**src/rtl/feature_seq_pkg.sv**
```systemverilog
// Shared types for the feature load sequencer: FSM states, default geometry
// and the row record carried from the memory banks to the encoder.
package feature_seq_pkg;

    localparam int DEF_DIV_SIZE    = 512;
    localparam int DEF_INOUT_WIDTH = 32;
    localparam int DEF_ADDR_WIDTH  = 8;
    localparam int ROWS            = DEF_DIV_SIZE / 4;

    typedef enum logic [2:0] {
        IDLE      = 3'd0,
        CLEAR     = 3'd1,
        LOAD      = 3'd2,
        WAIT_DONE = 3'd3,
        READ      = 3'd4,
        DRAIN     = 3'd5,
        FINISH    = 3'd6
    } state_e;

    // One memory row: {out3, out2, out1, out0} with out0 in the LSBs.
    typedef struct packed {
        logic [4*DEF_INOUT_WIDTH-1:0] data;
        logic                         last;
    } row_t;

endpackage

```
**src/rtl/feature_load_sequencer_if.sv**
```systemverilog
// Bundle of the feature input stream, the 4-bank memory port and the
// encoder row stream; master is the sequencer, slave is its environment.
interface feature_load_sequencer_if #(
    parameter int INOUT_WIDTH = 32,
    parameter int ADDR_WIDTH  = 8
);
    // Both streams use valid/ready: a beat transfers on a cycle where valid
    // and ready are both high; once valid rises, its payload holds until taken.
    logic                     in_valid;
    logic                     in_ready;
    logic [INOUT_WIDTH-1:0]   in_data;

    logic                     mem_reset;
    logic                     mem_we;
    logic                     mem_re;
    logic [INOUT_WIDTH-1:0]   mem_feature_in;
    logic [ADDR_WIDTH-1:0]    mem_read_address;
    logic                     mem_write_done;
    logic [INOUT_WIDTH-1:0]   mem_out0;
    logic [INOUT_WIDTH-1:0]   mem_out1;
    logic [INOUT_WIDTH-1:0]   mem_out2;
    logic [INOUT_WIDTH-1:0]   mem_out3;

    logic                     enc_valid;
    logic                     enc_ready;
    logic [4*INOUT_WIDTH-1:0] enc_data;
    logic                     enc_last;

    modport master (
        input  in_valid, in_data,
        input  mem_write_done, mem_out0, mem_out1, mem_out2, mem_out3,
        input  enc_ready,
        output in_ready,
        output mem_reset, mem_we, mem_re, mem_feature_in, mem_read_address,
        output enc_valid, enc_data, enc_last
    );

    modport slave (
        output in_valid, in_data,
        output mem_write_done, mem_out0, mem_out1, mem_out2, mem_out3,
        output enc_ready,
        input  in_ready,
        input  mem_reset, mem_we, mem_re, mem_feature_in, mem_read_address,
        input  enc_valid, enc_data, enc_last
    );

endinterface

```
**src/rtl/feature_skid_buffer.sv**
```systemverilog
// Two-entry FIFO of rows; holds read data that the encoder has not taken yet.
module feature_skid_buffer
    import feature_seq_pkg::*;
(
    input  logic       clk_i,
    input  logic       reset_i,
    input  logic       push_i,
    input  row_t       push_row_i,
    input  logic       pop_i,
    output logic       valid_o,
    output row_t       head_o,
    output logic [1:0] count_o
);

    row_t       entry_q [2];
    logic       wr_ptr_q;
    logic       rd_ptr_q;
    logic [1:0] count_q;
    logic [1:0] count_d;
    logic       do_push;
    logic       do_pop;

    assign do_pop  = pop_i && (count_q != 2'd0);
    // When full, a push is only legal alongside a pop that frees the slot.
    assign do_push = push_i && ((count_q != 2'd2) || do_pop);

    always_comb begin
        count_d = count_q;
        if (do_push && !do_pop) begin
            count_d = count_q + 2'd1;
        end else if (do_pop && !do_push) begin
            count_d = count_q - 2'd1;
        end
    end

    always_ff @(posedge clk_i or posedge reset_i) begin
        if (reset_i) begin
            entry_q[0] <= '0;
            entry_q[1] <= '0;
            wr_ptr_q   <= 1'b0;
            rd_ptr_q   <= 1'b0;
            count_q    <= 2'd0;
        end else begin
            if (do_push) begin
                entry_q[wr_ptr_q] <= push_row_i;
                wr_ptr_q          <= ~wr_ptr_q;
            end
            if (do_pop) begin
                rd_ptr_q <= ~rd_ptr_q;
            end
            count_q <= count_d;
        end
    end

    assign valid_o = (count_q != 2'd0);
    assign head_o  = entry_q[rd_ptr_q];
    assign count_o = count_q;

endmodule

```
**src/rtl/feature_load_sequencer.sv**
```systemverilog
// Sequences one sample through the 4-bank feature memory: clear, stream the
// features in, wait for write_done, then read every row out to the encoder.
module feature_load_sequencer
    import feature_seq_pkg::*;
#(
    parameter int DIV_SIZE    = DEF_DIV_SIZE,
    parameter int INOUT_WIDTH = DEF_INOUT_WIDTH,
    parameter int ADDR_WIDTH  = DEF_ADDR_WIDTH
) (
    input  logic   clk_i,
    input  logic   reset_i,
    input  logic   start_i,
    output logic   busy_o,
    output logic   done_o,
    output state_e state_o,
    feature_load_sequencer_if.master seq_if
);

    localparam int N_ROWS = DIV_SIZE / 4;
    localparam int WCW    = $clog2(DIV_SIZE) + 1;
    localparam int RCW    = ADDR_WIDTH + 1;
    localparam logic [WCW-1:0] LAST_BEAT = WCW'(DIV_SIZE - 1);
    localparam logic [RCW-1:0] LAST_ROW  = RCW'(N_ROWS - 1);

    state_e         state_q;
    logic [WCW-1:0] wr_cnt_q;
    logic [RCW-1:0] rd_cnt_q;
    logic           in_flight_q;
    logic           in_flight_last_q;

    logic           accept;
    logic           credit_ok;
    logic           issue;
    logic [1:0]     skid_count;
    logic           skid_valid;
    logic           skid_push;
    logic           skid_pop;
    logic           bypass;
    row_t           live_row;
    row_t           skid_head;
    row_t           out_row;

    assign accept = (state_q == LOAD) && seq_if.in_valid;

    // A read is only issued if its row is guaranteed a skid slot, so stalled
    // encoder backpressure can never cause read data to be dropped.
    assign credit_ok = (({1'b0, skid_count} + {2'b00, in_flight_q}) < 3'd2);
    assign issue     = (state_q == READ) && credit_ok;

    always_ff @(posedge clk_i or posedge reset_i) begin
        if (reset_i) begin
            state_q          <= IDLE;
            wr_cnt_q         <= '0;
            rd_cnt_q         <= '0;
            in_flight_q      <= 1'b0;
            in_flight_last_q <= 1'b0;
        end else begin
            in_flight_q      <= issue;
            in_flight_last_q <= issue && (rd_cnt_q == LAST_ROW);
            case (state_q)
                IDLE: begin
                    if (start_i) begin
                        state_q <= CLEAR;
                    end
                end
                CLEAR: begin
                    wr_cnt_q <= '0;
                    rd_cnt_q <= '0;
                    state_q  <= LOAD;
                end
                LOAD: begin
                    if (accept) begin
                        wr_cnt_q <= wr_cnt_q + 1'b1;
                        if (wr_cnt_q == LAST_BEAT) begin
                            state_q <= WAIT_DONE;
                        end
                    end
                end
                WAIT_DONE: begin
                    if (seq_if.mem_write_done) begin
                        state_q <= READ;
                    end
                end
                READ: begin
                    if (issue) begin
                        rd_cnt_q <= rd_cnt_q + 1'b1;
                        if (rd_cnt_q == LAST_ROW) begin
                            state_q <= DRAIN;
                        end
                    end
                end
                DRAIN: begin
                    if ((skid_count == 2'd0) && !in_flight_q) begin
                        state_q <= FINISH;
                    end
                end
                FINISH: begin
                    state_q <= IDLE;
                end
                default: begin
                    state_q <= IDLE;
                end
            endcase
        end
    end

    // Row arriving from the banks this cycle (valid while in_flight_q).
    assign live_row = '{
        data: {seq_if.mem_out3, seq_if.mem_out2, seq_if.mem_out1, seq_if.mem_out0},
        last: in_flight_last_q
    };

    // An empty skid lets the arriving row go straight out; it is stored only
    // if the encoder does not take it in the same cycle.
    assign bypass    = in_flight_q && !skid_valid;
    assign skid_pop  = skid_valid && seq_if.enc_ready;
    assign skid_push = in_flight_q && !(bypass && seq_if.enc_ready);

    feature_skid_buffer u_skid (
        .clk_i      (clk_i),
        .reset_i    (reset_i),
        .push_i     (skid_push),
        .push_row_i (live_row),
        .pop_i      (skid_pop),
        .valid_o    (skid_valid),
        .head_o     (skid_head),
        .count_o    (skid_count)
    );

    assign out_row = skid_valid ? skid_head : live_row;

    assign seq_if.enc_valid        = skid_valid || in_flight_q;
    assign seq_if.enc_data         = seq_if.enc_valid ? out_row.data : '0;
    assign seq_if.enc_last         = seq_if.enc_valid && out_row.last;

    assign seq_if.in_ready         = (state_q == LOAD);
    assign seq_if.mem_reset        = (state_q == CLEAR);
    assign seq_if.mem_we           = accept;
    assign seq_if.mem_feature_in   = (state_q == LOAD) ? seq_if.in_data : '0;
    assign seq_if.mem_re           = issue;
    assign seq_if.mem_read_address = issue ? rd_cnt_q[ADDR_WIDTH-1:0] : '0;

    assign busy_o  = (state_q != IDLE);
    assign done_o  = (state_q == FINISH);
    assign state_o = state_q;

endmodule

```
**src/flat_wrapper.sv**
```systemverilog
// flat-port wrapper written by rule: the top's interface ports become plain ports
module feature_load_sequencer_flat import feature_seq_pkg::*;
#(
    parameter int DIV_SIZE    = DEF_DIV_SIZE,
    parameter int INOUT_WIDTH = DEF_INOUT_WIDTH,
    parameter int ADDR_WIDTH  = DEF_ADDR_WIDTH
)
  (clk_i, reset_i, start_i, busy_o, done_o, state_o, seq_if_in_valid, seq_if_in_data, seq_if_mem_write_done, seq_if_mem_out0, seq_if_mem_out1, seq_if_mem_out2, seq_if_mem_out3, seq_if_enc_ready, seq_if_in_ready, seq_if_mem_reset, seq_if_mem_we, seq_if_mem_re, seq_if_mem_feature_in, seq_if_mem_read_address, seq_if_enc_valid, seq_if_enc_data, seq_if_enc_last);
  feature_load_sequencer_if #(.INOUT_WIDTH(INOUT_WIDTH), .ADDR_WIDTH(ADDR_WIDTH)) seq_if_i ();
  input  logic clk_i;
  input  logic reset_i;
  input  logic start_i;
  output logic busy_o;
  output logic done_o;
  output state_e state_o;
  input wire logic [$bits(seq_if_i.in_valid)-1:0] seq_if_in_valid;
  input wire logic [$bits(seq_if_i.in_data)-1:0] seq_if_in_data;
  input wire logic [$bits(seq_if_i.mem_write_done)-1:0] seq_if_mem_write_done;
  input wire logic [$bits(seq_if_i.mem_out0)-1:0] seq_if_mem_out0;
  input wire logic [$bits(seq_if_i.mem_out1)-1:0] seq_if_mem_out1;
  input wire logic [$bits(seq_if_i.mem_out2)-1:0] seq_if_mem_out2;
  input wire logic [$bits(seq_if_i.mem_out3)-1:0] seq_if_mem_out3;
  input wire logic [$bits(seq_if_i.enc_ready)-1:0] seq_if_enc_ready;
  output wire logic [$bits(seq_if_i.in_ready)-1:0] seq_if_in_ready;
  output wire logic [$bits(seq_if_i.mem_reset)-1:0] seq_if_mem_reset;
  output wire logic [$bits(seq_if_i.mem_we)-1:0] seq_if_mem_we;
  output wire logic [$bits(seq_if_i.mem_re)-1:0] seq_if_mem_re;
  output wire logic [$bits(seq_if_i.mem_feature_in)-1:0] seq_if_mem_feature_in;
  output wire logic [$bits(seq_if_i.mem_read_address)-1:0] seq_if_mem_read_address;
  output wire logic [$bits(seq_if_i.enc_valid)-1:0] seq_if_enc_valid;
  output wire logic [$bits(seq_if_i.enc_data)-1:0] seq_if_enc_data;
  output wire logic [$bits(seq_if_i.enc_last)-1:0] seq_if_enc_last;
  assign seq_if_i.in_valid = seq_if_in_valid;
  assign seq_if_i.in_data = seq_if_in_data;
  assign seq_if_i.mem_write_done = seq_if_mem_write_done;
  assign seq_if_i.mem_out0 = seq_if_mem_out0;
  assign seq_if_i.mem_out1 = seq_if_mem_out1;
  assign seq_if_i.mem_out2 = seq_if_mem_out2;
  assign seq_if_i.mem_out3 = seq_if_mem_out3;
  assign seq_if_i.enc_ready = seq_if_enc_ready;
  assign seq_if_in_ready = seq_if_i.in_ready;
  assign seq_if_mem_reset = seq_if_i.mem_reset;
  assign seq_if_mem_we = seq_if_i.mem_we;
  assign seq_if_mem_re = seq_if_i.mem_re;
  assign seq_if_mem_feature_in = seq_if_i.mem_feature_in;
  assign seq_if_mem_read_address = seq_if_i.mem_read_address;
  assign seq_if_enc_valid = seq_if_i.enc_valid;
  assign seq_if_enc_data = seq_if_i.enc_data;
  assign seq_if_enc_last = seq_if_i.enc_last;
  feature_load_sequencer #(.DIV_SIZE(DIV_SIZE), .INOUT_WIDTH(INOUT_WIDTH), .ADDR_WIDTH(ADDR_WIDTH)) u_core (.clk_i(clk_i), .reset_i(reset_i), .start_i(start_i), .busy_o(busy_o), .done_o(done_o), .state_o(state_o), .seq_if(seq_if_i));
endmodule
```
**config.mk**
```make
export PLATFORM = sky130hd
export DESIGN_NAME = feature_load_sequencer_flat
export DESIGN_NICKNAME = d
export VERILOG_FILES = /design/src/rtl/feature_seq_pkg.sv /design/src/rtl/feature_load_sequencer_if.sv /design/src/rtl/feature_skid_buffer.sv /design/src/rtl/feature_load_sequencer.sv /design/src/flat_wrapper.sv
export SDC_FILE = /design/constraint.sdc
export NUM_CORES = 1
export LEC_CHECK = 0
export ABC_AREA = 0
export CORE_ASPECT_RATIO = 1.2
export CORE_MARGIN = 2
export CORE_UTILIZATION = 37
export DETAILED_ROUTE_END_ITERATION = 7
export SLEW_MARGIN = 15
export SYNTH_ARGS = -nofsm -noshare
export SYNTH_HDL_FRONTEND = slang
export SYNTH_HIERARCHICAL = 1
export SYNTH_SLANG_ARGS = --single-unit
export TNS_END_PERCENT = 30
```
**constraint.sdc**
```tcl
create_clock -name clk_i -period 16.25 [get_ports clk_i]
set_input_delay 2.4375 -clock clk_i [delete_from_list [all_inputs] [get_ports clk_i]]
set_output_delay 2.4375 -clock clk_i [all_outputs]
set_load 0.1 [all_outputs]
```
Word level (Yosys, flattened, before mapping)

Index checks and enable logic that the tools add are counted.

Multiplexer cells: 24
Bitwise logic cells: 4
Magnitude comparators: 4
Reductions and logical operators: 31
Shift operators: 0
Divide/modulo/power cells: 0
Equality and inequality tests: 16
Add/sub/neg operators: 5
Multipliers: 0

Operators with widths:

| cell                                                                     | count |
|---|---|
| 129-bit 2-to-1 mux                                                       | 5 |
| 258-bit bitwise mux                                                      | 1 |
| 129-bit demux with 1-bit select                                          | 1 |
| 128-bit 2-to-1 mux                                                       | 1 |
| 32-bit 2-to-1 mux                                                        | 1 |
| 3-bit 2-to-1 mux                                                         | 7 |
| 10-bit one-hot mux with 2 select lines                                   | 1 |
| 3-bit one-hot mux with 6 select lines                                    | 1 |
| 9-bit one-hot mux with 2 select lines                                    | 1 |
| 1-bit logical AND                                                        | 14 |
| 10-bit by 1-bit adder with 10-bit output (second input constant)         | 1 |
| 10-bit by 9-bit equality test with 1-bit output (second input constant)  | 1 |
| 10-bit 2-to-1 mux                                                        | 1 |
| 9-bit by 1-bit adder with 9-bit output (second input constant)           | 1 |
| 3-bit equality test (second input constant)                              | 3 |
| 9-bit by 7-bit equality test with 1-bit output (second input constant)   | 1 |
| 9-bit 2-to-1 mux                                                         | 1 |
| 8-bit 2-to-1 mux                                                         | 1 |
| 2-bit by 1-bit inequality test with 1-bit output (second input constant) | 4 |
| 2-bit inequality test (second input constant)                            | 4 |
| 2-bit nonzero test                                                       | 4 |
| 7-bit AND reduction                                                      | 1 |
| 3-bit by 2-bit equality test with 1-bit output (second input constant)   | 2 |
| 1-bit zero test                                                          | 5 |
| 15 further kinds                                                         | 21 |

Word-level logic and storage cells: 96
Bits in read-only memories: 0
Memories kept: 0
Output and inout bits: 179
Memory bits (writable): 0
Input bits: 166
Bits in registers: 286
Latch bits: 0

Longest topological paths before layout

Gate-level depths: netlist of the first run.

Depth after elaboration: 11
Mapped depth: 11
Mapped depth without buffers: 8

Hierarchy

Netlist of the first run, hierarchy kept.

Modules (own cells, without submodules):

| module                 | area an instance (um^2) | seq. area each (um^2) | cells an instance | instances |
|---|---|---|---|---|
| feature_skid_buffer    | 11390.9                 | 6556.3                | 706               | 1 |
| feature_load_sequencer | 2822.7                  | 600.6                 | 348               | 1 |

Worst setup path before layout of the first run

Ideal clock, no wire load.

Path kind: reg2out
From: reg u_core.state_q[1] (netlist: u_core/state_o[1])
To: out seq_if_mem_feature_in[23]
Arrival time: 3256 ps
Path buffers: 1
Setup slack: 10556 ps
Stages on the path, launching flop included: 4
Required time: 13812 ps
Cells stage by stage: dfrtp_1 -> nor3b_2 -> clkbuf_1 -> and2_1

Longest elaborated chain between the ends: 2

RTL lines:

| element                                        | line                          | source |
|---|---|---|
| from (decl)                                    | feature_load_sequencer.sv:25  | `state_e state_q;` |
| from (signal assigned)                         | feature_load_sequencer.sv:52  | `state_q <= IDLE;` |
| from (signal assigned)                         | feature_load_sequencer.sv:63  | `state_q <= CLEAR;` |
| from (signal assigned)                         | feature_load_sequencer.sv:69  | `state_q <= LOAD;` |
| 3-bit by 2-bit equality test with 1-bit output | --                            |  |
| named net seq_if_in_ready                      | flat_wrapper.sv:24            | `output wire logic [$bits(seq_if_i.in_ready)-1:0] seq_if_in_ready;` |
| 32-bit 2-to-1 mux                              | feature_load_sequencer.sv:139 | `assign seq_if.mem_feature_in = (state_q == LOAD) ? seq_if.in_data : '0;` |
| to (decl)                                      | flat_wrapper.sv:28            | `output wire logic [$bits(seq_if_i.mem_feature_in)-1:0] seq_if_mem_feature_in;` |

The timed path passes the listed nets, and every way through them passes these cells.

Final worst setup path of the first run

From: in seq_if_in_valid
To: out seq_if_mem_we

Longest elaborated chain between the ends: 1

RTL lines:

| element           | line                         | source |
|---|---|---|
| from (decl)       | flat_wrapper.sv:16           | `input wire logic [$bits(seq_if_i.in_valid)-1:0] seq_if_in_valid;` |
| 1-bit logical AND | feature_load_sequencer.sv:43 | `assign accept = (state_q == LOAD) && seq_if.in_valid;` |
| to (decl)         | flat_wrapper.sv:26           | `output wire logic [$bits(seq_if_i.mem_we)-1:0] seq_if_mem_we;` |

No other way between the ends.

==> results_dict.tcl, run 1 <==
set metrics [dict create \
    synth_area_sq_um 14200 \
    status "finished, final reports clean" \
    routedWlPerCell_um 19.4 \
    rsz0062_at_grt "false" \
    start_util 0.375 \
    crit_fanout 3 \
    report.final.slew_viol_count 0 \
    cts_tree "yes" \
    final_core_util 0.502 \
    core_area_sq_um 37900 \
    min_period_over_period 0.415 \
    max_cap_violations 0 \
    hold_violations 0 \
    port_buffers 344 \
    drt-pass1-iter-count 4 \
    row_count 78 \
    critPathBufInv 3 \
    synth_top_area_cell "dfrtp_1" \
    synth.most_common_cell "mux2_2" \
    synth_flop_cell "dfrtp_1" \
    place_area_sq_um 17900 \
    viasPerCell 5.20 \
    worstPathCellList "clkdlybuf4s50_1 > nand2_1 > inv_1 > clkdlybuf4s50_1" \
    finalNetCount 1536 \
    ys_ff_latch 286 \
    fmax_ghz 0.148 \
    cp_common_cell "clkdlybuf4s50_1" \
    setup_viol 0 \
    drive_gt1_frac 0.337 \
    synth_top_area_frac 0.504 \
    grt-ovfl-total 0 \
    cp_top_family "buffers and inverters" \
    reg2reg_depth 7 \
    worstPathArrival_ns 4.30 \
    setup.worst_path.start_class "primary input" \
    antenna_found_initial 1 \
    synthTopCellsByArea "dfrtp_1, mux2_2, a22o_1" \
    drt_iter0_drc 467 \
    dp_hpwl_um 23200 \
    syn_area_per_cell_sq_um 13.5 \
    num_io_pins 345 \
    ys_warn_count 6 \
    drc 0 \
    worstReg2RegEnd "u_core/u_skid/entry_q[248]" \
    critPathKind "primary input to output port" \
    grt_max_degree 126 \
    ctsResizeCount 0 \
    max-clock-path-buffers 3 \
    track_usage 0.182 \
    synth_commonest_cells "mux2_2, dfrtp_1, a22o_1" \
    cp.required_ns 13.81 \
    holdPathEnd "u_core/u_skid/entry_q[66]" \
    postCtsSetupRepairBufs 0 \
    clk_latency_ns 0.51 \
    max_slew.worst_pin.slew_ns 1.09 \
    cpPeakStageDelay_ns 1.16 \
    fp.dieArea_sq_um 40000 \
    setup_tns_ns 0 \
    die_x_um 183 \
    slowest_stage "clkdlybuf4s50_1" \
    async_flop_share 1.00 \
    synth-edff-count 0 \
    htree_levels 2 \
    synth_nets 1223 \
    seq_area_frac_synth 0.504 \
    synth_cells 1054 \
    min_path_type "register to register" \
    clk_pin_slew_worst_paths_ns 0.06 \
    cts_hold_buf 0 \
    dieHeight_um 219 \
    wirelength_um 36400 \
    holdPathStages 1 \
    fin_worst_skew_ns 0.0125 \
    grt_pass1_vias 10400 \
    syn2layout_area_growth_pct 33.8 \
    nFillCells 3378 \
    routed-via-count 9745 \
    cts_inserted_buffers 34 \
    cts_root_buf "clkbuf_16" \
    hp-start "u_core/u_skid/entry_q[66]" \
    final.min_clock_period_ns 6.74 \
    synth_cell_types 40 \
    reg2reg_slack_ns 11.55 \
    r2r_start "u_core/u_skid/count_o[0]" \
    numClockSinks 286 \
    final_area_sq_um 19000 \
    postRouteAntennaNets 0 \
    endpoint_kind "output port" \
    slew_headroom 0.274 \
    grt_pass1_wl_um 58400 \
    gp_congestion 0.757 \
]
-- sequential cells by signal, summed over array words and instances, names as in the netlist --
signal / cells
u_core/u_skid/wr_ptr_q: 1
u_core/u_skid/entry_q: 258
u_core/wr_cnt_q: 10
u_core/rd_cnt_q: 9
u_core/u_skid/rd_ptr_q: 1
u_core/u_skid/count_o: 2
u_core/in_flight_last_q: 1
u_core/in_flight_q: 1
u_core/state_o: 3
-- routing by layer --
metal,GRT usage,wire (um)
met1,0.234,15700
met2,0.310,17900
met3,0.0432,2090
met4,0.0432,706
met5,0,0
-- layout by cell type, fill, tap and decap left out, types with 2 or more instances in the layout --
master / Yosys / layout
a21oi_1: 7 / 7
a22o_1: 129 / 129
and2_1: 40 / 40
and3_1: 2 / 2
buf_4: 2 / 12
clkbuf_1: 32 / 6
clkbuf_16: 0 / 37
clkbuf_8: 1 / 12
clkdlybuf4s50_1: 0 / 344
clkinv_2: 0 / 5
clkinvlp_4: 0 / 2
dfrtp_1: 286 / 285
ha_1: 3 / 3
inv_1: 8 / 7
mux2_2: 387 / 387
nand2_1: 20 / 20
nand2b_1: 2 / 2
nand3_1: 8 / 8
nand4_1: 5 / 5
nor2_1: 22 / 21
nor2b_1: 3 / 2
nor3_1: 7 / 7
nor3b_2: 3 / 2
o21ai_0: 7 / 7
or3_1: 3 / 3
xnor2_1: 9 / 9
xor2_1: 9 / 9
-- cell type report --
cell class | count | area (sq um) | share of cell area
repair buffers | 356 | 3530 | 0.186
inverters | 8 | 37.5 | 0.00197
clock buffers | 55 | 1110 | 0.0586
clock inverters | 7 | 40.0 | 0.00211
flip-flops and latches | 286 | 7160 | 0.377
multi-input cells | 681 | 6530 | 0.343
diodes | 1 | 2.50 | 0.000132
well taps | 480 | 601 | 0.0316
-- cell families after synthesis --
family | count (synthesis) | synth area share
XOR/XNOR | 18 | 0.0111
AO/OA/AOI/OAI | 149 | 0.0880
buffers and inverters | 87 | 0.0387
flip-flops | 286 | 0.504
adder cells (fa/ha/maj) | 3 | 0.00264
AND/OR/NAND/NOR | 123 | 0.0487
multiplexers | 388 | 0.307
-- worst register-to-register path, stage by stage (launching register included) --
cell	delay [ns]
dfrtp_1	0.46
or2_4	0.76
inv_1	0.10
a21boi_0	0.29
nor3b_4	0.89
buf_4	0.75
buf_4	0.84
mux2_2	0.51
-- stage by stage --
| stage | hold slack, ns | worst slack [ns] | std cells |
|---|---|---|---|
| after global placement | 0.483 | 9.46 | 1811 |
| final | 0.498 | 9.51 | 1874 |
| after CTS | 0.503 | 9.46 | 1873 |
| after floorplan | 0.466 | 6.60 | 1054 |
| after detailed placement | 0.490 | 9.46 | 1811 |
| after global routing | 0.510 | 9.39 | 1874 |
-- how the worst max path moves through the flow --
stage | slack (ns) | cells past startpoint | from | end
global placement | 9.46 | 3 | seq_if_in_data[23] | seq_if_mem_feature_in[23]
finish | 9.51 | 4 | seq_if_in_valid | seq_if_mem_we
floorplan | 6.60 | 1 | reset_i | u_core/u_skid/count_o[0]
detailed placement | 9.46 | 3 | seq_if_in_data[23] | seq_if_mem_feature_in[23]
CTS | 9.46 | 3 | seq_if_in_data[23] | seq_if_mem_feature_in[23]
global route | 9.39 | 4 | u_core/u_skid/rd_ptr_q | seq_if_enc_data[111]
Power of run 1 is left out: the tool's default activity adds up to more than one toggle a clock period on the data nets, which glitch-free logic cannot reach.
==> run 2: changes to the inputs <==
Settings changed: PLACE_DENSITY from default to 0.65.
Clock period 16.25 ns to 5.4 ns, I/O delays scaled along.
==> run 2 against run 1 <==
Sequential share of layout area rose by 0.14 points; die area unchanged; first-iteration DRC count decreased by 9.0%; wire length is 0.45% lower; register-to-register slack got worse by 9.8 ns; final area down 0.36%; count of clock-buffer cells in the layout fell by 7; clock skew grew 0.011 ns; non-clock buffer count up 3; sequential cell count did not move.
==> results_dict.tcl, run 2 (synthesized netlist as in run 1, its figures left out) <==
set metrics [dict create \
    status "finished, final reports clean" \
    setup.worst_path.start_class "register" \
    cts_inserted_buffers 31 \
    grt_pass1_vias 10300 \
    start_util 0.375 \
    clk_pin_slew_worst_paths_ns 0.06 \
    syn2layout_area_growth_pct 33.3 \
    routed-via-count 9764 \
    viasPerCell 5.21 \
    holdPathStages 2 \
    hold_violations 0 \
    core_area_sq_um 37900 \
    largest_reg_flops 258 \
    drive_gt1_frac 0.333 \
    numClockSinks 286 \
    cts_hold_buf 0 \
    cts_tree "yes" \
    fin_worst_skew_ns 0.0239 \
    reg2reg_depth 7 \
    slew_headroom 0.308 \
    layout_commonest_cell "mux2_2" \
    ctsResizeCount 0 \
    antenna_found_initial 1 \
    reg.largest.list "u_core/u_skid/entry_q x258, u_core/wr_cnt_q x10, u_core/rd_cnt_q x9" \
    htree_levels 1 \
    cts_root_buf "clkbuf_16" \
    whs_ns 0.498 \
    fmax_ghz 0.209 \
    dp_hpwl_um 24400 \
    max-clock-path-buffers 3 \
    postRouteAntennaNets 0 \
    wirelength_um 36200 \
    r2r_start "u_core/u_skid/count_o[0]" \
    fp.dieArea_sq_um 40000 \
    drc 0 \
    drt-pass1-iter-count 4 \
    dieHeight_um 219 \
    grt_pass1_wl_um 56700 \
    min_path_type "register to register" \
    die_x_um 183 \
    worstPathArrival_ns 3.98 \
    postCtsSetupRepairBufs 0 \
    gp_congestion 0.782 \
    crit_fanout 87 \
    setup_tns_ns 0 \
    port_buffers 344 \
    endpoint_kind "output port" \
    row_count 78 \
    final.min_clock_period_ns 4.79 \
    clk_latency_ns 0.57 \
    min_period_over_period 0.886 \
    num_io_pins 345 \
    grt-ovfl-total 0 \
    layout_common_cells "mux2_2, clkdlybuf4s50_1, dfrtp_1, a22o_1, and2_1" \
    track_usage 0.177 \
    crit_start "u_core/u_skid/count_o[0]" \
    hp-start "u_core/wr_cnt_q[1]" \
    rsz0062_at_grt "false" \
    grt_max_degree 171 \
    max_slew.worst_pin.slew_ns 1.04 \
    drt_iter0_drc 425 \
    routedWlPerCell_um 19.3 \
    max_cap_violations 0 \
    setup_viol 0 \
    finalNetCount 1536 \
    top_register "u_core/u_skid/entry_q" \
    critPathKind "register to output port" \
    nFillCells 3356 \
    cp.required_ns 4.59 \
    report.final.slew_viol_count 0 \
]
run 2: cell count changes in the layout (fill, tap and decap cells not counted), sizes merged:
| cell | previous run | this run |
|---|---|---|
| clkbuf | 55 | 48 |
| buf | 12 | 17 |
| bufinv | 0 | 2 |
| clkdlybuf4s50 | 344 | 342 |
| clkinv | 5 | 7 |
| clkinvlp | 2 | 1 |
run 2: worst paths after layout:
check | to | slack (ns)
max in group asynchronous | u_core/u_skid/entry_q[172] | 3.66
worst max register to register | u_core/u_skid/entry_q[209] | 1.71
worst max-delay path | seq_if_enc_data[114] | 0.61
worst min register to register | u_core/wr_cnt_q[1] | 0.50
min in group asynchronous | u_core/u_skid/entry_q[191] | 0.80
worst min-delay path | u_core/wr_cnt_q[1] | 0.50
run 2: area by class of cell:
type	count	area, sq um	area share
sequential	286	7160	0.378
multi-input combinational	681	6530	0.345
timing repair buffer	359	3640	0.192
clock buffer	48	880	0.0464
tap	480	601	0.0317
clock inverter	10	104	0.00548
inverter	8	33.8	0.00178
antenna	1	2.50	0.000132
run 2: worst max-delay path, stage by stage (launching register included):
cell             delay [ns]
dfrtp_1                0.46
or2_4                  0.56
buf_4                  0.75
a22o_1                 0.31
clkdlybuf4s50_1        1.14
run 2: metal layers:
layer,track usage,up-vias,wire (um),share of wire
met5,0,-,0,0
met4,0.0397,0,574,0.016
met3,0.0365,35,2260,0.062
met2,0.321,315,18700,0.52
met1,0.214,4925,14700,0.41
li1,-,4489,-,-
run 2: stage by stage:
stage	worst slack (ns)	cell area, sq um	util	instances
after floorplan	1.13	14200	-	1054
after global placement	1.24	18000	0.474	1814
after detailed placement	1.20	18000	0.474	1814
after CTS	0.580	18900	0.500	1872
after global routing	0.436	18900	0.500	1872
final	0.613	18900	0.500	1873
Power of run 2 is left out for the same reason.
